--- config.mk ---
export PLATFORM = sky130hd
export DESIGN_NAME = store_buffer_flat
export DESIGN_NICKNAME = d
export VERILOG_FILES = /design/src/rtl/store_buffer_pkg.sv /design/src/rtl/store_buffer_if.sv /design/src/rtl/sb_fifo.sv /design/src/rtl/store_buffer.sv /design/src/flat_wrapper.sv
export SDC_FILE = /design/constraint.sdc
export NUM_CORES = 2
export LEC_CHECK = 0
export CORE_MARGIN = 4
export CORE_UTILIZATION = 45
export DETAILED_ROUTE_END_ITERATION = 10
export DONT_BUFFER_PORTS = 1
export PLACE_DENSITY = 0.59
export SYNTH_ARGS = -nofsm -noshare
export SYNTH_HDL_FRONTEND = slang
export SYNTH_SLANG_ARGS = --single-unit
--- constraint.sdc ---
create_clock -name clk -period 3.7 [get_ports clk]
set_input_delay 0.74 -clock clk [delete_from_list [all_inputs] [get_ports clk]]
set_output_delay 0.74 -clock clk [all_outputs]
set_load 0.02 [all_outputs]
--- src/rtl/store_buffer_pkg.sv ---
// Shared types and helpers for the store buffer and its FIFO.
package sb_pkg;

  localparam int SB_AW = 64;
  localparam int SB_DW = 64;
  localparam int DW_BYTES = 8;
  localparam logic [7:0] MASK_FULL = 8'hFF;

  typedef enum logic [0:0] {
    IDLE = 1'b0,
    REQ  = 1'b1
  } drain_state_e;

  typedef struct packed {
    logic [SB_AW-1:0] addr;
    logic [SB_DW-1:0] data;
  } entry_t;

  // Clear the byte offset so the address names a whole doubleword.
  function automatic logic [SB_AW-1:0] dw_align(input logic [SB_AW-1:0] a);
    return {a[SB_AW-1:3], 3'b000};
  endfunction

  // Two byte addresses fall in the same doubleword.
  function automatic logic dw_match(input logic [SB_AW-1:0] a, input logic [SB_AW-1:0] b);
    return (a[SB_AW-1:3] == b[SB_AW-1:3]);
  endfunction

endpackage

--- src/rtl/store_buffer_if.sv ---
// Core-store, memory-write and load-lookup signals of the store buffer.
interface sb_if #(
  parameter int DEPTH = 4,
  parameter int AW    = 64,
  parameter int DW    = 64
);
  localparam int CW = $clog2(DEPTH) + 1;

  logic          st_valid;
  logic [AW-1:0] st_addr;
  logic [DW-1:0] st_data;
  logic          st_ready;
  logic          misalign_err;
  logic          mem_req;
  logic [AW-1:0] mem_addr;
  logic [DW-1:0] mem_wdata;
  logic [7:0]    mem_wmask;
  logic          mem_ack;
  logic [AW-1:0] ld_addr;
  logic          ld_hit;
  logic [DW-1:0] ld_data;
  logic          empty;
  logic [CW-1:0] count;

  // Store buffer side.
  modport slave (
    input  st_valid, st_addr, st_data, mem_ack, ld_addr,
    output st_ready, misalign_err, mem_req, mem_addr, mem_wdata, mem_wmask,
           ld_hit, ld_data, empty, count
  );

  // Core / memory / environment side.
  modport master (
    output st_valid, st_addr, st_data, mem_ack, ld_addr,
    input  st_ready, misalign_err, mem_req, mem_addr, mem_wdata, mem_wmask,
           ld_hit, ld_data, empty, count
  );
endinterface

--- src/rtl/sb_fifo.sv ---
// Circular entry storage with head/tail pointers, occupancy count and an
// age-ordered read-out (index 0 = oldest) used by the forwarding search.
module sb_fifo
  import sb_pkg::*;
#(
  parameter int DEPTH = 4,
  localparam int PW = $clog2(DEPTH),
  localparam int CW = PW + 1
) (
  input  logic                   clk,
  input  logic                   rst,
  input  logic                   push,
  input  entry_t                 push_entry,
  input  logic                   pop,
  output entry_t                 head_entry,
  output entry_t [DEPTH-1:0]     age_entries,
  output logic   [CW-1:0]        count
);

  entry_t [DEPTH-1:0] mem_q, mem_d;
  logic [PW-1:0] head_q, head_d;
  logic [PW-1:0] tail_q, tail_d;
  logic [CW-1:0] count_q, count_d;

  // Next-state for storage, pointers and count; pointers wrap naturally.
  always_comb begin
    mem_d   = mem_q;
    head_d  = head_q;
    tail_d  = tail_q;
    count_d = count_q;
    if (push) begin
      mem_d[tail_q] = push_entry;
      tail_d        = tail_q + PW'(1);
    end else begin
      tail_d = tail_q;
    end
    if (pop) begin
      head_d = head_q + PW'(1);
    end else begin
      head_d = head_q;
    end
    case ({push, pop})
      2'b10:   count_d = count_q + CW'(1);
      2'b01:   count_d = count_q - CW'(1);
      default: count_d = count_q;
    endcase
  end

  // State registers; reset empties the queue and clears every entry.
  always_ff @(posedge clk) begin
    if (rst) begin
      mem_q   <= '0;
      head_q  <= '0;
      tail_q  <= '0;
      count_q <= '0;
    end else begin
      mem_q   <= mem_d;
      head_q  <= head_d;
      tail_q  <= tail_d;
      count_q <= count_d;
    end
  end

  // Rotate storage so the consumer sees entries oldest first.
  always_comb begin
    for (int i = 0; i < DEPTH; i++) begin
      age_entries[i] = mem_q[head_q + PW'(i)];
    end
  end

  assign head_entry = mem_q[head_q];
  assign count      = count_q;

endmodule

--- src/rtl/store_buffer.sv ---
// Store buffer: queues aligned doubleword stores from the core, drains them
// in order to data memory over req/ack, and forwards buffered data to loads.
module store_buffer
  import sb_pkg::*;
#(
  parameter int DEPTH = 4,
  parameter int AW    = SB_AW,
  parameter int DW    = SB_DW,
  localparam int CW   = $clog2(DEPTH) + 1
) (
  input logic clk,
  input logic rst,
  sb_if.slave bus
);

  logic               st_ready_s;
  logic               push_s;
  logic               pop_s;
  entry_t             push_entry_s;
  entry_t             head_entry_s;
  entry_t [DEPTH-1:0] age_s;
  logic [CW-1:0]      count_s;
  logic               ld_hit_s;
  logic [DW-1:0]      ld_data_s;

  drain_state_e  state_q, state_d;
  logic          mem_req_q, mem_req_d;
  logic [AW-1:0] mem_addr_q, mem_addr_d;
  logic [DW-1:0] mem_wdata_q, mem_wdata_d;
  logic          misalign_q, misalign_d;

  sb_fifo #(.DEPTH(DEPTH)) u_fifo (
    .clk         (clk),
    .rst         (rst),
    .push        (push_s),
    .push_entry  (push_entry_s),
    .pop         (pop_s),
    .head_entry  (head_entry_s),
    .age_entries (age_s),
    .count       (count_s)
  );

  // Accept aligned stores while not full; a misaligned one is flagged instead.
  always_comb begin
    st_ready_s        = (count_s != CW'(DEPTH));
    push_s            = bus.st_valid && st_ready_s && (bus.st_addr[2:0] == 3'b000);
    misalign_d        = bus.st_valid && st_ready_s && (bus.st_addr[2:0] != 3'b000);
    push_entry_s.addr = bus.st_addr;
    push_entry_s.data = bus.st_data;
  end

  // Drain FSM: latch the head into the write port, hold until ack, then pop.
  always_comb begin
    state_d     = state_q;
    mem_req_d   = mem_req_q;
    mem_addr_d  = mem_addr_q;
    mem_wdata_d = mem_wdata_q;
    pop_s       = 1'b0;
    case (state_q)
      IDLE: begin
        if (count_s != {CW{1'b0}}) begin
          mem_addr_d  = dw_align(head_entry_s.addr);
          mem_wdata_d = head_entry_s.data;
          mem_req_d   = 1'b1;
          state_d     = REQ;
        end else begin
          state_d = IDLE;
        end
      end
      REQ: begin
        if (bus.mem_ack) begin
          pop_s     = 1'b1;
          mem_req_d = 1'b0;
          state_d   = IDLE;
        end else begin
          state_d = REQ;
        end
      end
      default: begin
        mem_req_d = 1'b0;
        state_d   = IDLE;
      end
    endcase
  end

  // Drain FSM and output registers; reset abandons any in-flight write.
  always_ff @(posedge clk) begin
    if (rst) begin
      state_q     <= IDLE;
      mem_req_q   <= 1'b0;
      mem_addr_q  <= '0;
      mem_wdata_q <= '0;
      misalign_q  <= 1'b0;
    end else begin
      state_q     <= state_d;
      mem_req_q   <= mem_req_d;
      mem_addr_q  <= mem_addr_d;
      mem_wdata_q <= mem_wdata_d;
      misalign_q  <= misalign_d;
    end
  end

  // Forwarding: scan oldest to youngest so the youngest match wins.
  always_comb begin
    ld_hit_s  = 1'b0;
    ld_data_s = '0;
    for (int i = 0; i < DEPTH; i++) begin
      logic m;
      m         = (CW'(i) < count_s) && dw_match(age_s[i].addr, bus.ld_addr);
      ld_hit_s  = ld_hit_s | m;
      ld_data_s = m ? age_s[i].data : ld_data_s;
    end
  end

  assign bus.st_ready     = st_ready_s;
  assign bus.misalign_err = misalign_q;
  assign bus.mem_req      = mem_req_q;
  assign bus.mem_addr     = mem_addr_q;
  assign bus.mem_wdata    = mem_wdata_q;
  assign bus.mem_wmask    = MASK_FULL;
  assign bus.ld_hit       = ld_hit_s;
  assign bus.ld_data      = ld_data_s;
  assign bus.empty        = (count_s == {CW{1'b0}});
  assign bus.count        = count_s;

endmodule

--- src/flat_wrapper.sv ---
// flat-port wrapper written by rule: the top's interface ports become plain ports
module store_buffer_flat import sb_pkg::*;
#(
  parameter int DEPTH = 4,
  parameter int AW    = SB_AW,
  parameter int DW    = SB_DW,
  localparam int CW   = $clog2(DEPTH) + 1
)
  (clk, rst, bus_st_valid, bus_st_addr, bus_st_data, bus_mem_ack, bus_ld_addr, bus_st_ready, bus_misalign_err, bus_mem_req, bus_mem_addr, bus_mem_wdata, bus_mem_wmask, bus_ld_hit, bus_ld_data, bus_empty, bus_count);
  sb_if #(.DEPTH(DEPTH), .AW(AW), .DW(DW)) bus_i ();
  input logic clk;
  input logic rst;
  input wire logic [$bits(bus_i.st_valid)-1:0] bus_st_valid;
  input wire logic [$bits(bus_i.st_addr)-1:0] bus_st_addr;
  input wire logic [$bits(bus_i.st_data)-1:0] bus_st_data;
  input wire logic [$bits(bus_i.mem_ack)-1:0] bus_mem_ack;
  input wire logic [$bits(bus_i.ld_addr)-1:0] bus_ld_addr;
  output wire logic [$bits(bus_i.st_ready)-1:0] bus_st_ready;
  output wire logic [$bits(bus_i.misalign_err)-1:0] bus_misalign_err;
  output wire logic [$bits(bus_i.mem_req)-1:0] bus_mem_req;
  output wire logic [$bits(bus_i.mem_addr)-1:0] bus_mem_addr;
  output wire logic [$bits(bus_i.mem_wdata)-1:0] bus_mem_wdata;
  output wire logic [$bits(bus_i.mem_wmask)-1:0] bus_mem_wmask;
  output wire logic [$bits(bus_i.ld_hit)-1:0] bus_ld_hit;
  output wire logic [$bits(bus_i.ld_data)-1:0] bus_ld_data;
  output wire logic [$bits(bus_i.empty)-1:0] bus_empty;
  output wire logic [$bits(bus_i.count)-1:0] bus_count;
  assign bus_i.st_valid = bus_st_valid;
  assign bus_i.st_addr = bus_st_addr;
  assign bus_i.st_data = bus_st_data;
  assign bus_i.mem_ack = bus_mem_ack;
  assign bus_i.ld_addr = bus_ld_addr;
  assign bus_st_ready = bus_i.st_ready;
  assign bus_misalign_err = bus_i.misalign_err;
  assign bus_mem_req = bus_i.mem_req;
  assign bus_mem_addr = bus_i.mem_addr;
  assign bus_mem_wdata = bus_i.mem_wdata;
  assign bus_mem_wmask = bus_i.mem_wmask;
  assign bus_ld_hit = bus_i.ld_hit;
  assign bus_ld_data = bus_i.ld_data;
  assign bus_empty = bus_i.empty;
  assign bus_count = bus_i.count;
  store_buffer #(.DEPTH(DEPTH), .AW(AW), .DW(DW)) u_core (.clk(clk), .rst(rst), .bus(bus_i));
endmodule
==> run summary <==
worst-margin pin slew -> 3.996 ns
Fill cells -> 7693
post-route ant nets -> 0
Synth Register Bits -> 635
Max Clock Skew -> 0.02657 ns
Via Count -> 39560
PD cells -> 345.0 nW/um2
Hold Crit Class -> primary input to register
Setup WS post-layout -> -1.576 ns
Switch Pwr -> 4.638 mW
reg2reg setup slack -> 0.07 ns
most frequent cells in the layout -> 1336 x nand2_1, 705 x a21oi_1, 702 x buf_4
Detail Placement HPWL -> 126700 um
Hold Path Stages -> 1
CTS tree -> done
vias in the first global route -> 36900
HP Start -> rst
worst-case reg-to-reg path depth -> 8
clock sink count -> 635
largest fanout on the critical path -> 9
worst slack, placed -> -1.208 ns
ant diodes -> 0
layout net count -> 5320
FMAX -> 0.1895 GHz
synth unique cells -> 78
number of flops mapped to enable cells by yosys -> 0
first-pass GRT wire length -> 255800 um
critical path type -> register to primary output
layout cells sized above 1 -> 29.72%
Gate power share -> 14.1%
fraction of registers with async set or reset after synthesis -> 0%
area leader, netlist -> dfxtp_1
outcome -> complete, but fails checks
Clock H-tree levels -> 3
final hold viol count -> 0
min cycle time layout -> 5.276 ns
RSZ-0062 raised after global routing -> true
max cap viols -> 0
arrival time worst endpoint -> 4.54 ns
area delta synth->final -> 29.86%
dominant synthesized flop cell -> dfxtp_1
register area share after synthesis -> 32.21%
RR Endpoint -> u_core.bus.mem_wdata[0]$_SDFFE_PP0P_
DRT Pass-1 Iters -> 6
1st-iter DRT viols -> 4738
top cell type's share of synthesized area -> 32.21%
Static Leakage -> 17.30 nW
DR DRC count -> 0
# setup viols final -> 65
clock share of power -> 46.4%
Initial Util -> 45.42%
Die Wd -> 304.1 um
worst skew pair latency -> 0.65 ns
Slew headroom -> -166.4%
die height -> 304.1 um
Synth Warn # -> 0
crit end category -> primary output
Startpoint Class -> register
placer congestion estimate -> 1.074
Slew Limit Fails -> 463
core box area -> 86890 um2
Core Rows -> 108
Post-Route WL -> 177000 um
GRT Util Overall -> 36.44%
Post-Syn Area -> 39460 um2
I/O pins -> 404
wire per inst -> 27.97 um
Synth Instances -> 4619
Root Buffer -> clkbuf_16
global route overflow -> 0
worst path required time -> 2.96 ns
synthesized area per cell -> 8.544 um2
Net Sw Frac -> 26.23%
worst hold path endpoint -> u_core.u_fifo.mem_q[55]$_SDFFE_PP0P_
largest net degree at the start of global routing -> 635
Peak VDD IR -> 632.4 uV
P_int -> 13.04 mW
Post-CTS Hold Fix Bufs -> 0
initial antenna violation count -> 3
final worst-path cycle share -> 142.6%
clock-pin slew on the worst setup and hold paths -> 0.06 ns
clk buf depth -> 3
Seq pwr share -> 39.5%
Die ar. -> 92500 um2
PortBufs -> 0
commonest non-fill, non-tap cell in the layout -> nand2_1
Util after Layout -> 58.98%
crit path launch -> u_core.u_fifo.head_q[0]$_SDFFE_PP0P_
reg-to-reg startpoint -> u_core.u_fifo.head_q[1]$_SDFFE_PP0P_
violated checks -> slew limit, setup timing
Tot Pwr -> 17.68 mW
Num CTS Buffers -> 75
via/cell ratio -> 6.253
most area-consuming cells after synthesis -> dfxtp_1 32%, mux4_2 17%, nand2_1 13%
## cells in the mapped netlist, drive strengths merged (4+ instances only)
master / number
mux2: 47
nor2b: 10
a311oi: 41
or3: 6
o2bb2ai: 19
nand2: 1342
o22ai: 34
o32a: 4
o221ai: 29
nand3b: 44
buf: 149
a221oi: 10
nand3: 60
a22oi: 18
o2111ai: 13
mux4: 295
o22a: 4
o211ai: 14
xnor2: 98
nand4: 22
a222oi: 4
nor2: 106
ha: 9
dfxtp: 635
xor2: 60
nand4b: 4
inv: 21
or2: 8
a22o: 4
and2: 10
clkbuf: 300
nor4: 23
o21ai: 35
a2bb2oi: 15
mux2i: 254
a31oi: 4
nor3: 53
a211oi: 55
a2111oi: 12
a21oi: 706
## layout make-up
type                       count  area (um2)  area share [%]
tap                         1155        1445           2.820
inverter                      21       81.33          0.1587
timing repair buffer         859        7904           15.42
clock buffer                 108        2222           4.336
sequential                   635       12720           24.82
clock inverter                26       480.5          0.9375
multi-input combinational   3523       26390           51.50
## per-stage QoR
step	TNS (ns)	instance area (um2)	std cells	hold WS, ns
after floorplan	-14.21	40490	4628	0.4452
after global placement	-70.43	46580	6148	0.4626
after detailed placement	-70.35	46580	6148	0.4658
after CTS	-95.65	50160	6296	0.1664
after global routing	-102.48	51250	6327	0.1464
final	-98.42	51250	6327	0.1659
## power groups by stage
stage / registers (mW) / logic, mW / clock network, mW
2_1_floorplan: 7.13 / 1.65 / 0
3_3_place_gp: 7.14 / 2.20 / 0
3_5_place_dp: 7.14 / 2.21 / 0
5_1_grt: 6.99 / 2.59 / 8.55
6_report: 6.99 / 2.49 / 8.20
4_1_cts: 6.99 / 2.32 / 8.29
## worst max-delay path: stages, from the launching register on
cell and delay, ns:
dfxtp_4 0.36, buf_12 0.15, buf_12 0.14, buf_12 0.14, buf_4 0.16, mux2i_1 0.30, o2bb2ai_1 0.25, mux2i_2 0.36
and4_1 0.27, nand4_1 0.15, or4b_4 0.64, a21boi_4 0.27, buf_12 0.23, a311oi_4 0.28, buf_6 0.17
## per-layer routing
layer  vias up  track usage, %  wire length, um
met1     19470           51.46            73720
met4         4           13.04             7394
met3       343           7.906            18520
li1      17540               -                -
met5         -               0               27
met2      2213           55.20            77310
## state kept, by name, indices dropped and copies added, names as in the netlist
register and flops:
u_core.u_fifo.head_q 2, u_core.state_q 1, u_core.bus.misalign_err 1, u_core.bus.mem_req 1
u_core.u_fifo.mem_q 500, u_core.bus.mem_addr 61, u_core.u_fifo.count 3, u_core.bus.mem_wdata 64
u_core.u_fifo.tail_q 2
## how the worst max path moves through the flow
stage	endpoint	slack (ns)	depth (start not counted)
floorplan	bus_ld_data[50]	-0.25	15
global placement	bus_ld_data[50]	-1.21	12
detailed placement	bus_ld_data[50]	-1.21	12
CTS	bus_ld_data[42]	-1.56	17
global route	bus_ld_data[61]	-1.66	14
finish	bus_ld_data[42]	-1.58	14
## cell families after synthesis
| family | synth area share, % |
|---|---|
| and+or+nand+nor | 17.79 |
| other | 0.01903 |
| AOI/OAI and AO/OA | 16.16 |
| adders and majority gates | 0.2853 |
| DFF | 32.21 |
| buffers and inverters | 5.409 |
| muxes | 24.62 |
| xor gates and xnor gates | 3.507 |
## what timing repair did
action,CTS,global route
setup buffers,12,32
pin swaps,11,20
cloned,4,6
resized for setup,137,136
endpoints found under the setup margin,65,65
Note: power is estimated with default switching activity, not from simulation.
